File: src/rtl/instr_fetch_unit_if.sv
// Fetch-unit bus bundle: byte-memory req/ack, instruction valid/ready and redirect.
// The fetch unit uses the master modport; memory/consumer side uses slave.
interface instr_fetch_unit_if #(
    parameter int unsigned AW = 8
);
    logic          mem_req;
    logic [AW-1:0] mem_addr;
    logic          mem_ack;
    logic [7:0]    mem_rdata;
    logic [31:0]   instr;
    logic [5:0]    op;
    logic [5:0]    funct;
    logic [AW-1:0] instr_pc;
    logic          instr_valid;
    logic          instr_ready;
    logic          redirect_en;
    logic [AW-1:0] redirect_pc;
    logic          fetch_fault;

    modport master (
        output mem_req, mem_addr,
        input  mem_ack, mem_rdata,
        output instr, op, funct, instr_pc, instr_valid,
        input  instr_ready,
        input  redirect_en, redirect_pc,
        output fetch_fault
    );

    modport slave (
        input  mem_req, mem_addr,
        output mem_ack, mem_rdata,
        input  instr, op, funct, instr_pc, instr_valid,
        output instr_ready,
        output redirect_en, redirect_pc,
        input  fetch_fault
    );
endinterface

File: src/rtl/instr_fetch_unit.sv
// Fetch stage of the 8-bit multicycle MIPS: assembles four big-endian bytes into one instruction.
// Define FETCH_TIMEOUT_EN to build the WAIT watchdog and the sticky FAULT state.
module instr_fetch_unit #(
    parameter int unsigned    AW       = 8,
    parameter logic [AW-1:0]  RESET_PC = '0,
    parameter int unsigned    TIMEOUT  = 15
) (
    input  logic                clk_i,
    input  logic                reset_i,
    instr_fetch_unit_if.master  bus
);

    if (TIMEOUT == 0) begin : g_timeout_chk
        $error("instr_fetch_unit: TIMEOUT must be nonzero");
    end

    typedef enum logic [1:0] {
        S_ISSUE,
        S_WAIT,
`ifdef FETCH_TIMEOUT_EN
        S_VALID,
        S_FAULT
`else
        S_VALID
`endif
    } state_e;

    state_e        state_q;
    logic [AW-1:0] pc_q;
    logic [AW-1:0] tgt_q;
    logic [1:0]    byte_cnt_q;
    logic          drop_q;
    logic          mem_req_q;
    logic [AW-1:0] mem_addr_q;
    logic [31:0]   instr_q;
    logic [AW-1:0] instr_pc_q;
    logic          instr_valid_q;

`ifdef FETCH_TIMEOUT_EN
    localparam int unsigned TW = (TIMEOUT > 1) ? $clog2(TIMEOUT) : 1;
    logic [TW-1:0] tmo_q;
    logic          fault_q;
`endif

    always_ff @(posedge clk_i) begin
        if (reset_i) begin
            state_q       <= S_ISSUE;
            pc_q          <= RESET_PC;
            tgt_q         <= '0;
            byte_cnt_q    <= '0;
            drop_q        <= 1'b0;
            mem_req_q     <= 1'b0;
            mem_addr_q    <= '0;
            instr_q       <= '0;
            instr_pc_q    <= '0;
            instr_valid_q <= 1'b0;
`ifdef FETCH_TIMEOUT_EN
            tmo_q         <= '0;
            fault_q       <= 1'b0;
`endif
        end else begin
            case (state_q)
                S_ISSUE: begin
                    if (bus.redirect_en) begin
                        pc_q          <= bus.redirect_pc;
                        byte_cnt_q    <= '0;
                        instr_valid_q <= 1'b0;
                    end else begin
                        mem_req_q  <= 1'b1;
                        mem_addr_q <= pc_q;
                        if (byte_cnt_q == 2'd0) begin
                            instr_pc_q <= pc_q;
                        end
`ifdef FETCH_TIMEOUT_EN
                        tmo_q      <= '0;
`endif
                        state_q    <= S_WAIT;
                    end
                end

                S_WAIT: begin
                    if (bus.mem_ack) begin
                        mem_req_q <= 1'b0;
                        // A redirect seen now or earlier in this WAIT discards the returning byte.
                        if (drop_q || bus.redirect_en) begin
                            pc_q       <= bus.redirect_en ? bus.redirect_pc : tgt_q;
                            byte_cnt_q <= '0;
                            drop_q     <= 1'b0;
                            state_q    <= S_ISSUE;
                        end else begin
                            case (byte_cnt_q)
                                2'd0:    instr_q[31:24] <= bus.mem_rdata;
                                2'd1:    instr_q[23:16] <= bus.mem_rdata;
                                2'd2:    instr_q[15:8]  <= bus.mem_rdata;
                                default: instr_q[7:0]   <= bus.mem_rdata;
                            endcase
                            pc_q       <= pc_q + 1'b1;
                            byte_cnt_q <= byte_cnt_q + 2'd1;
                            if (byte_cnt_q == 2'd3) begin
                                instr_valid_q <= 1'b1;
                                state_q       <= S_VALID;
                            end else begin
                                state_q       <= S_ISSUE;
                            end
                        end
                    end else begin
                        if (bus.redirect_en) begin
                            drop_q <= 1'b1;
                            tgt_q  <= bus.redirect_pc;
                        end
`ifdef FETCH_TIMEOUT_EN
                        if (tmo_q == TW'(TIMEOUT - 1)) begin
                            mem_req_q <= 1'b0;
                            fault_q   <= 1'b1;
                            state_q   <= S_FAULT;
                        end else begin
                            tmo_q     <= tmo_q + 1'b1;
                        end
`endif
                    end
                end

                S_VALID: begin
                    if (bus.redirect_en) begin
                        pc_q          <= bus.redirect_pc;
                        byte_cnt_q    <= '0;
                        instr_valid_q <= 1'b0;
                        state_q       <= S_ISSUE;
                    end else if (bus.instr_ready) begin
                        instr_valid_q <= 1'b0;
                        state_q       <= S_ISSUE;
                    end
                end

`ifdef FETCH_TIMEOUT_EN
                S_FAULT: begin
                    state_q <= S_FAULT;
                end
`endif

                default: begin
                    state_q <= S_ISSUE;
                end
            endcase
        end
    end

    assign bus.mem_req     = mem_req_q;
    assign bus.mem_addr    = mem_addr_q;
    assign bus.instr       = instr_q;
    assign bus.op          = instr_q[31:26];
    assign bus.funct       = instr_q[5:0];
    assign bus.instr_pc    = instr_pc_q;
    assign bus.instr_valid = instr_valid_q;
`ifdef FETCH_TIMEOUT_EN
    assign bus.fetch_fault = fault_q;
`else
    assign bus.fetch_fault = 1'b0;
`endif

endmodule

File: src/flat_wrapper.sv
// flat-port wrapper written by rule: the top's interface ports become plain ports
module instr_fetch_unit_flat 
#(
    parameter int unsigned    AW       = 8,
    parameter logic [AW-1:0]  RESET_PC = '0,
    parameter int unsigned    TIMEOUT  = 15
)
  (clk_i, reset_i, bus_mem_req, bus_mem_addr, bus_mem_ack, bus_mem_rdata, bus_instr, bus_op, bus_funct, bus_instr_pc, bus_instr_valid, bus_instr_ready, bus_redirect_en, bus_redirect_pc, bus_fetch_fault);
  instr_fetch_unit_if #(.AW(AW)) bus_i ();
  input  logic clk_i;
  input  logic reset_i;
  output wire logic [$bits(bus_i.mem_req)-1:0] bus_mem_req;
  output wire logic [$bits(bus_i.mem_addr)-1:0] bus_mem_addr;
  input wire logic [$bits(bus_i.mem_ack)-1:0] bus_mem_ack;
  input wire logic [$bits(bus_i.mem_rdata)-1:0] bus_mem_rdata;
  output wire logic [$bits(bus_i.instr)-1:0] bus_instr;
  output wire logic [$bits(bus_i.op)-1:0] bus_op;
  output wire logic [$bits(bus_i.funct)-1:0] bus_funct;
  output wire logic [$bits(bus_i.instr_pc)-1:0] bus_instr_pc;
  output wire logic [$bits(bus_i.instr_valid)-1:0] bus_instr_valid;
  input wire logic [$bits(bus_i.instr_ready)-1:0] bus_instr_ready;
  input wire logic [$bits(bus_i.redirect_en)-1:0] bus_redirect_en;
  input wire logic [$bits(bus_i.redirect_pc)-1:0] bus_redirect_pc;
  output wire logic [$bits(bus_i.fetch_fault)-1:0] bus_fetch_fault;
  assign bus_mem_req = bus_i.mem_req;
  assign bus_mem_addr = bus_i.mem_addr;
  assign bus_i.mem_ack = bus_mem_ack;
  assign bus_i.mem_rdata = bus_mem_rdata;
  assign bus_instr = bus_i.instr;
  assign bus_op = bus_i.op;
  assign bus_funct = bus_i.funct;
  assign bus_instr_pc = bus_i.instr_pc;
  assign bus_instr_valid = bus_i.instr_valid;
  assign bus_i.instr_ready = bus_instr_ready;
  assign bus_i.redirect_en = bus_redirect_en;
  assign bus_i.redirect_pc = bus_redirect_pc;
  assign bus_fetch_fault = bus_i.fetch_fault;
  instr_fetch_unit #(.AW(AW), .RESET_PC(RESET_PC), .TIMEOUT(TIMEOUT)) u_core (.clk_i(clk_i), .reset_i(reset_i), .bus(bus_i));
endmodule
File: config.mk
export PLATFORM = sky130hd
export DESIGN_NAME = instr_fetch_unit_flat
export DESIGN_NICKNAME = d
export VERILOG_FILES = /design/src/rtl/instr_fetch_unit_if.sv /design/src/rtl/instr_fetch_unit.sv /design/src/flat_wrapper.sv
export SDC_FILE = /design/constraint.sdc
export NUM_CORES = 1
export LEC_CHECK = 0
export CELL_PAD_IN_SITES_DETAIL_PLACEMENT = 1
export CELL_PAD_IN_SITES_GLOBAL_PLACEMENT = 2
export CORE_MARGIN = 5
export CORE_UTILIZATION = 28
export DETAILED_ROUTE_END_ITERATION = 10
export PLACE_DENSITY = 0.79
export SYNTH_ARGS = -nofsm -noshare
export SYNTH_HDL_FRONTEND = slang
export SYNTH_SLANG_ARGS = --single-unit
File: constraint.sdc
create_clock -name clk_i -period 1.6 [get_ports clk_i]
set_input_delay 0.24 -clock clk_i [delete_from_list [all_inputs] [get_ports clk_i]]
set_output_delay 0.24 -clock clk_i [all_outputs]
set_load 0.05 [all_outputs]
==> key figures, run 1 <==
Outcome
  – Outcome: finished clean

GRT
  – GRT Total Usage: 14.4%
  – First-pass GRT wire length: 15300 um
  – GRT overflow: 0
  – Initial antenna violation count: 0
  – Largest net degree at the start of global routing: 57
  – Vias in the first global route: 3003

Floorplan
  – Row cnt: 39
  – # IOs: 84
  – Die W: 117 um
  – Die Footprint: 13700 um2
  – Initial Util: 28.3%
  – Core area: 11300 um2
  – Chip height: 117 um

Synth
  – Synth area leaders: dfxtp_1 (44%), a21oi_1 (7.5%), nand2_1 (7.4%), mux2i_1 (5.6%), nand3_1 (4.8%)
  – Synth Cell Area: 3200 um2
  – Post-synth EDFFs: 0
  – Post-Synth Adder-Cell Area: 1.95%
  – Post-synthesis xor/xnor area fraction: 0.820%
  – #FFs+latches synth: 71
  – Area share of and/or/nand/nor cells after synthesis: 23.0%
  – Compound-gate portion of the synthesized area: 14.6%
  – Mapped Avg Cell Area: 8.59 um2
  – Most common cell in the netlist: dfxtp_1
  – Post-synthesis sequential area ratio: 44.4%
  – Post-synth top cells: dfxtp_1 (71), nand2_1 (63), a21oi_1 (48)
  – Cells after synthesis: 373
  – Synth warn: 0
  – Post-synth top area cell: dfxtp_1
  – Synthesized net count: 399
  – Asr flop ratio synth: 0%
  – Yosys top cell area share: 44.4%
  – Multiplexer area fraction after synthesis: 5.63%
  – Post-synth cell types: 48
  – Largest family of logic cells by synthesized area: simple AND/OR/NAND/NOR gates
  – Top_reg_cell synth: dfxtp_1

Critical path
  – Crit path required time: 1.81 ns
  – Worst setup path category: register to register
  – R2R cell count: 6
  – Worst R2R Setup Slack: 0.10 ns
  – FF-to-FF End: u_core.tgt_q[5]
  – Crit path to: u_core.tgt_q[5]
  – Crit end category: register
  – WP data arrival: 1.71 ns
  – Critical-path maximum fanout: 8
  – Startpoint types: register
  – Crit. Startpoint: u_core.state_q[1]
  – RR Startpoint: u_core.state_q[1]

Placed design
  – Dpl cells: 588
  – I/O Buffers: 82
  – Detailed Place HPWL: 7040 um
  – GPL Wtd Cong: 0.763

Route
  – Vias: 2882
  – DRC marker count from the first detailed-route iteration: 147
  – Mean number of vias per cell: 4.77
  – Drt wl/cell: 15.9 um
  – Wirelength, routed: 9590 um
  – Drt drc: 0
  – DRT Pass-1 Iters: 4
  – ANT nets after route: 0

Timing
  – Final hold slack: 0.310 ns
  – Skew final: 0.00478 ns
  – RSZ-0062 raised after global routing: no
  – Max-slew violations: 0
  – Hold Vio Cnt, Final: 0
  – Max Fclk: 668 MHz
  – Final Setup Violations: 0
  – Fin crit share: 93.5%
  – Setup TNS: 0 ns
  – Final worst path period need: 1.50 ns

Final layout
  – Layout area overhead: 37.3%
  – Share of post-route cells with drive strength above 1: 26.5%
  – Post-Layout Cell Count: 604
  – Antenna diodes: 0
  – Final #Nets: 482

Flow run
  – Max_cap viols: 0

Clock tree
  – Latest clock arrival within the worst-skew pair: 0.33 ns
  – Register clock-pin slew on the reported worst setup and hold paths: 0.06 ns
  – Clock root buffer: clkbuf_16
  – CTS tree: done
  – H-tree level count: 3
  – Num CTS Buffers: 9
  – Postcts setup bufs: 0
  – CTS max path bufs: 2
  – CTS sink count: 71

Pwr
  – Maximum vdd drop: 0.783 mV
  – Comb power frac: 11.7%
  – Sw Pwr: 1.17 mW
  – Fraction of power consumed by sequential logic: 38.9%
  – Sw Share: 24.2%
  – Power density cells: 1100 nW/um2
  – Clock network fraction of design power: 49.4%
  – Leak pwr: 1.79 nW
  – Internal power: 3.66 mW

Hold path
  – Hold Crit Class: input pin to register
  – Hold_sp: reset_i
==> sequential cells by signal, indices dropped and copies added (netlist names) <==
name                    flops
u_core.bus.instr_valid      1
u_core.pc_q                 8
u_core.bus.mem_req          1
u_core.tgt_q                8
u_core.bus.instr_pc         8
u_core.bus.mem_addr         8
u_core.byte_cnt_q           2
u_core.bus.instr           32
u_core.state_q              2
u_core.drop_q               1
==> metrics by stage <==
step | worst slack [ns] | total power [mW] | instance area [um2] | utilization (%)
after global placement | -0.155 | 2.48 | 4030 | 35.6
after detailed placement | -0.176 | 2.49 | 4030 | 35.6
after CTS | 0.0328 | 4.88 | 4390 | 38.8
after global routing | 0.00738 | 5.01 | 4400 | 38.8
after floorplan | 0.228 | 2.26 | 3200 | -
final | 0.104 | 4.83 | 4400 | 38.8
==> worst max-delay path, stage by stage, from the launching register on <==
cell and delay (ns):
dfxtp_1 0.37, buf_4 0.18, inv_1 0.12, and4_1 0.27, buf_12 0.16, mux2i_1 0.22
nor2_1 0.05
==> cell usage in the layout, fill, tap and decap left out, types with 2 or more instances in the layout <==
cell type         n
buf_4            87
dfxtp_1          71
nand2_1          63
a21oi_1          48
nand3_1          31
nor2_1           24
clkdlybuf4s50_1  19
mux2i_1          18
clkbuf_16         9
nor3_1            8
nand2b_1          7
ha_1              5
inv_1             4
o21ai_0           4
buf_12            4
nor2b_1           3
and3b_1           3
o311ai_0          3
o22ai_1           3
xnor2_1           3
o211ai_1          3
bufinv_16         3
and4_1            2
o21a_1            2
a31oi_1           2
o311a_1           2
a311oi_2          2
clkbuf_8          2
==> how the worst min path moves through the flow <==
stage	end	slack (ns)	depth (start not counted)
after detailed placement	u_core.bus.instr[24]	0.45	2
final	u_core.tgt_q[6]	0.31	2
after global placement	u_core.bus.instr[12]	0.44	2
after CTS	u_core.tgt_q[6]	0.31	2
after global routing	u_core.tgt_q[5]	0.33	2
after floorplan	u_core.state_q[0]	0.36	1
==> per-layer routing <==
layer / vias to the layer above / global-route usage (%) / share of wire, % / wire [um]
li1: 1437 / - / - / -
met1: 1393 / 17.6 / 44 / 4190
met2: 46 / 25.1 / 51 / 4890
met3: 6 / 3.19 / 4.2 / 401
met4: 0 / 4.82 / 1.1 / 104
met5: - / 0 / 0 / 0
==> area by class of cell <==
type	instances	area, um2
tap	143	179
clock inverter	5	104
fill	1341	6920
inverter	5	18.8
sequential	71	1420
timing repair buffer	112	940
clock buffer	11	253
multi-input combinational	257	1480
==> timing repair <==
| action | in CTS | in global routing |
|---|---|---|
| resized for setup | 0 | 4 |
| endpoints found under the setup margin | 0 | 11 |
| hold buffers | 0 | 0 |
==> cells by family after synthesis <==
kind of cell / Yosys count
AOI/OAI and AO/OA: 76
and+or+nand+nor: 154
other: 1
buffers and inverters: 45
muxes: 18
DFF: 71
xor gates and xnor gates: 3
adders and majority gates: 5
==> power by group through the flow <==
stage	Combinational, mW	Clock (mW)	Sequential [mW]
final	0.565	2.38	1.88
after global routing	0.615	2.50	1.89
after CTS	0.570	2.43	1.88
after detailed placement	0.567	0	1.92
after global placement	0.559	0	1.92
after floorplan	0.284	0	1.98
Note: power is estimated with default switching activity, not from simulation.
==> run 2, diff against run 1 <==
Settings changed: SLEW_MARGIN from default to 20.
==> results of run 2 <==
Same layout as run 1: the final DEF is identical, and so are final timing and power.
==> run 3, diff against run 2 <==
Settings changed: GPL_ROUTABILITY_DRIVEN from default to 0.
==> results of run 3 <==
Same layout as run 1: the final DEF is identical, and so are final timing and power.
==> RTL edit 1, RTL diff (config.mk and constraints of run 1) <==
Add a define of `FETCH_TIMEOUT_EN`.
--- a/src/rtl/instr_fetch_unit.sv
+++ b/src/rtl/instr_fetch_unit.sv
@@ -1,5 +1,7 @@
 // Fetch stage of the 8-bit multicycle MIPS: assembles four big-endian bytes into one instruction.
 // Define FETCH_TIMEOUT_EN to build the WAIT watchdog and the sticky FAULT state.
+`define FETCH_TIMEOUT_EN
+
 module instr_fetch_unit #(
     parameter int unsigned    AW       = 8,
     parameter logic [AW-1:0]  RESET_PC = '0,
Formal check against the unedited RTL: same outputs for any inputs over 4 cycles, from zero or initial values and one cycle with reset_i high; that may be too few to reach the edited logic, so the function may still have changed.
==> RTL edit 1 against run 1 <==
Routed wire length increased by 9.9%; sequential cell count is 5 higher; final area rose by 5.0%; non-clock buffer count rose by 8; via count up 11%; setup slack got worse by 0.023 ns; count of clock-buffer cells in the layout decreased by 1; core utilization shrank 0.23 points; clock power is 18% lower; sequential power up 6%; area after synthesis is 6.0% higher; total power shrank 6.9%.
==> RTL edit 1: results (changes against run 1) <==
Fillers 1,443 (+7.6%); Design Area, Final 0.00462 mm2 (+5.0%); Placer Congestion 0.792 (+3.8%); Final Util 0.386 (-0.00229); largest net degree at the start of global routing 48 (-16%); worst clock skew 0.00625 ns (+0.00148 ns); adder-cell share of the synthesized area 0.0295 (+0.00996); GRT Resource Usage Total 0.148 (+0.00417); layout net count 532 (+10%); xor and xnor area share after synthesis 0.0129 (+0.00470); Hold WS 0.231 ns (-0.0791 ns); status finished clean; Reg2Reg Setup Slack 0.15 ns (+0.05 ns); Area contributors post-synth dfxtp_1, a21oi_1, nand2_1; WHS Endpoint u_core.tgt_q[2]; vias in the first global route 3,310 (+10%); minimum clock period 1.52 ns (+0.0228 ns); post-synthesis compound-gate area fraction 0.158 (+0.0121); synth cell count leaders dfxtp_1, nand2_1, a21oi_1, nand3_1, nor2_1; vias per cell 4.90 (+2.7%); Post-Place Setup Slack -0.284 ns (-0.108 ns); fraction of area in multi-input gates 0.350 (+0.0134); synth unique cells 43 (-10%); port bufs 83 (+1.2%); mux share of post-synthesis cell area 0.0295 (-0.0268); Post-DP Area 0.00433 mm2 (+7.4%); first-pass GRT wire length 17,100 um (+12%); initial detailed-routing violation count 156 (+6.1%); DP HPWL 7910 um (+12%); CP max-delay cell clkdlybuf4s50_1; Clock-cell share 0.0615 (-0.0196); crit path DAT 1.78 ns (+0.07 ns); Clock buffer cells 10 (-1)
[RTL edit 1: cell count changes after synthesis, moves of 4 or more]
cell / run 1 / this run
and3_1: 1 / 7
nand3_1: 31 / 44
a21oi_1: 48 / 60
mux2i_1: 18 / 10
clkbuf_1: 11 / 17
nand2_1: 63 / 76
dfxtp_1: 71 / 76
buf_2: 9 / 5
[RTL edit 1: layer usage]
| layer | share of wire | GRT usage | vias to the layer above |
|---|---|---|---|
| met5 | 0 | 0 | - |
| met4 | 0.020 | 0.0580 | 0 |
| met3 | 0.059 | 0.0386 | 17 |
| met2 | 0.46 | 0.245 | 80 |
| met1 | 0.46 | 0.185 | 1524 |
| li1 | - | - | 1588 |
[RTL edit 1: power breakdown]
part	total (uW)	switching [uW]	leakage [uW]	internal [uW]
logic	558	340	0.00109	219
registers	1990	52.4	0.000616	1940
clock network	1950	839	0.000144	1110
==> RTL edit 2, RTL diff (config.mk and constraints of run 1) <==
Made on the original files. Reset style: asynchronous (`reset_i`), changed in one clocked block.
--- a/src/rtl/instr_fetch_unit.sv
+++ b/src/rtl/instr_fetch_unit.sv
@@ -42,7 +42,7 @@
     logic          fault_q;
 `endif
 
-    always_ff @(posedge clk_i) begin
+    always_ff @(posedge clk_i or posedge reset_i) begin
         if (reset_i) begin
             state_q       <= S_ISSUE;
             pc_q          <= RESET_PC;
Behaviour: differs if reset_i is asserted again (counterexample within 4 cycles, from zero or initial values and one cycle with reset_i high); with reset_i held inactive, the same outputs for 4 cycles.
==> RTL edit 2 against run 1 <==
Area after synthesis up 1.8%; routed wire length shrank 11%; final area is 4.4% higher; setup slack worse by 0.076 ns; sequential cell count stayed put; critical path type unchanged.
Power is not compared: it rests on default switching activity, and its combinational part moved more than twofold at a synthesized area within 25%.
==> RTL edit 2: results (changes against run 1) <==
Cells after Synth 257 (-31%); CP max FO 8 (unchanged); Reg2Reg Setup Slack 0.03 ns (-0.08 ns); Warnings, synthesis 0 (unchanged); Setup Fix Bufs, Post-CTS 0 (unchanged); static leakage 0.00217 uW; Fillers 1,270 (-5.3%); ys async rst share 1.00 (+1.00); Reg area 0.00178 mm2 (+25%); HP Class input pin to async pin; GRT Resource Usage Total 0.128 (-0.0165); first-pass GRT wire length 14,400 um (-5.8%); syn nets 283 (-29%); worst clock skew 0.00779 ns (+0.00301 ns); vias 2,363 (-18%); final std cells w/o fill 507 (-16%); CP max-delay cell dfrtp_1; non-clk buf share 0.216 (+0.00209); Post-Route WL 8550 um (-11%); R2R cell count 5 (-1); CTS root buffer clkbuf_16; synth cell count leaders dfrtp_1, mux2_2, buf_4, a21oi_1, nand2_1; CP Class flop to flop; Clock-cell share 0.0662 (-0.0149); placed insts 491 (-16%); vias in the first global route 2,786 (-7.2%); TritonRoute pass-1 iters 3 (-1); max incr delay on CP 0.40 ns (+0.03 ns); layout net count 385 (-20%); R2R Path Start u_core.state_q[1]; max reg flops 32 (unchanged); VDD IR max 1.17 mV; initial antenna violation count 0 (unchanged); Max Buffers Root-to-Sink 2 (unchanged); initial detailed-routing violation count 87 (-41%); synth unique cells 43 (-10%); Area contributors post-synth dfrtp_1, mux2_2, buf_4; status finished clean; port bufs 82 (unchanged); crit path DAT 1.79 ns (+0.08 ns); Skew-Pair Late Insertion Delay 0.34 ns; Inverters, non-clock 10 (+5); clk slew on worst S/H paths 0.06 ns (about the same); crit path to u_core.bus.instr[14]; sequential fraction of the synthesis area 0.545 (+0.101); layout cell share with drive strength beyond 1 0.484 (+0.219); n_diodes 0 (unchanged); Placer Congestion 0.745 (-2.4%); H-tree depth 3 (unchanged); Clock Sinks 71 (unchanged); DP HPWL 6360 um (-9.7%); comb_multi_in 152 (-41%); Clock buffer cells 9 (-2); largest net degree at the start of global routing 72 (+26%); fraction of area in multi-input gates 0.283 (-0.0541); count of plain and timing-repair buffers 115 (+2.7%); delay-heaviest family, CP simple AND/OR/NAND/NOR gates
[RTL edit 2: cell types whose count changed in the layout (fill, tap and decap cells not counted), sizes merged, moves of 17 or more]
cell / delta
nand3: -30
a21oi: -35
nand2: -48
dfrtp: +71
mux2: +54
dfxtp: -71
mux2i: -17
nor2: -21
[RTL edit 2: cells by family after synthesis]
| family | share of synthesized area |
|---|---|
| other | 0.00115 |
| flip-flops | 0.545 |
| AO/OA/AOI/OAI | 0.0952 |
| AND/OR/NAND/NOR | 0.0825 |
| adder cells (fa/ha/maj) | 0.0192 |
| XOR/XNOR | 0.00538 |
| buffers and inverters | 0.0618 |
| multiplexers | 0.190 |
[RTL edit 2: per-stage QoR]
| stage | worst slack, ns | cell area [um2] | TNS, ns | utilization | hold WS [ns] |
|---|---|---|---|---|---|
| CTS | 0.00499 | 4580 | 0 | 0.401 | 0.373 |
| global placement | -0.323 | 4270 | -16.83 | 0.374 | 0.469 |
| global route | -0.0400 | 4590 | -0.430 | 0.402 | 0.410 |
| finish | 0.0275 | 4590 | 0 | 0.402 | 0.356 |
| floorplan | 0.0291 | 3270 | 0 | - | 0.332 |
| detailed placement | -0.363 | 4270 | -18.56 | 0.374 | 0.495 |
[RTL edit 2: repair_timing]
item,in CTS,in global routing
pin swaps,0,1
setup endpoints to repair,1,36
gates resized for setup,1,4
[RTL edit 2: power breakdown]
part	leakage (uW)	internal, uW	total, uW	switching, uW
Combinational	0.00114	1330	3890	2560
Sequential	0.000886	2350	2750	402
Clock	0.000151	1230	2040	810
Total	0.00217	4910	8680	3770
[RTL edit 2: metal layers]
layer | wire length [um] | up-vias | global-route usage
met3 | 572 | 9 | 0.0524
met2 | 4510 | 63 | 0.225
li1 | - | 1102 | -
met5 | 0 | - | 0
met1 | 3370 | 1189 | 0.144
met4 | 97 | 0 | 0.0294
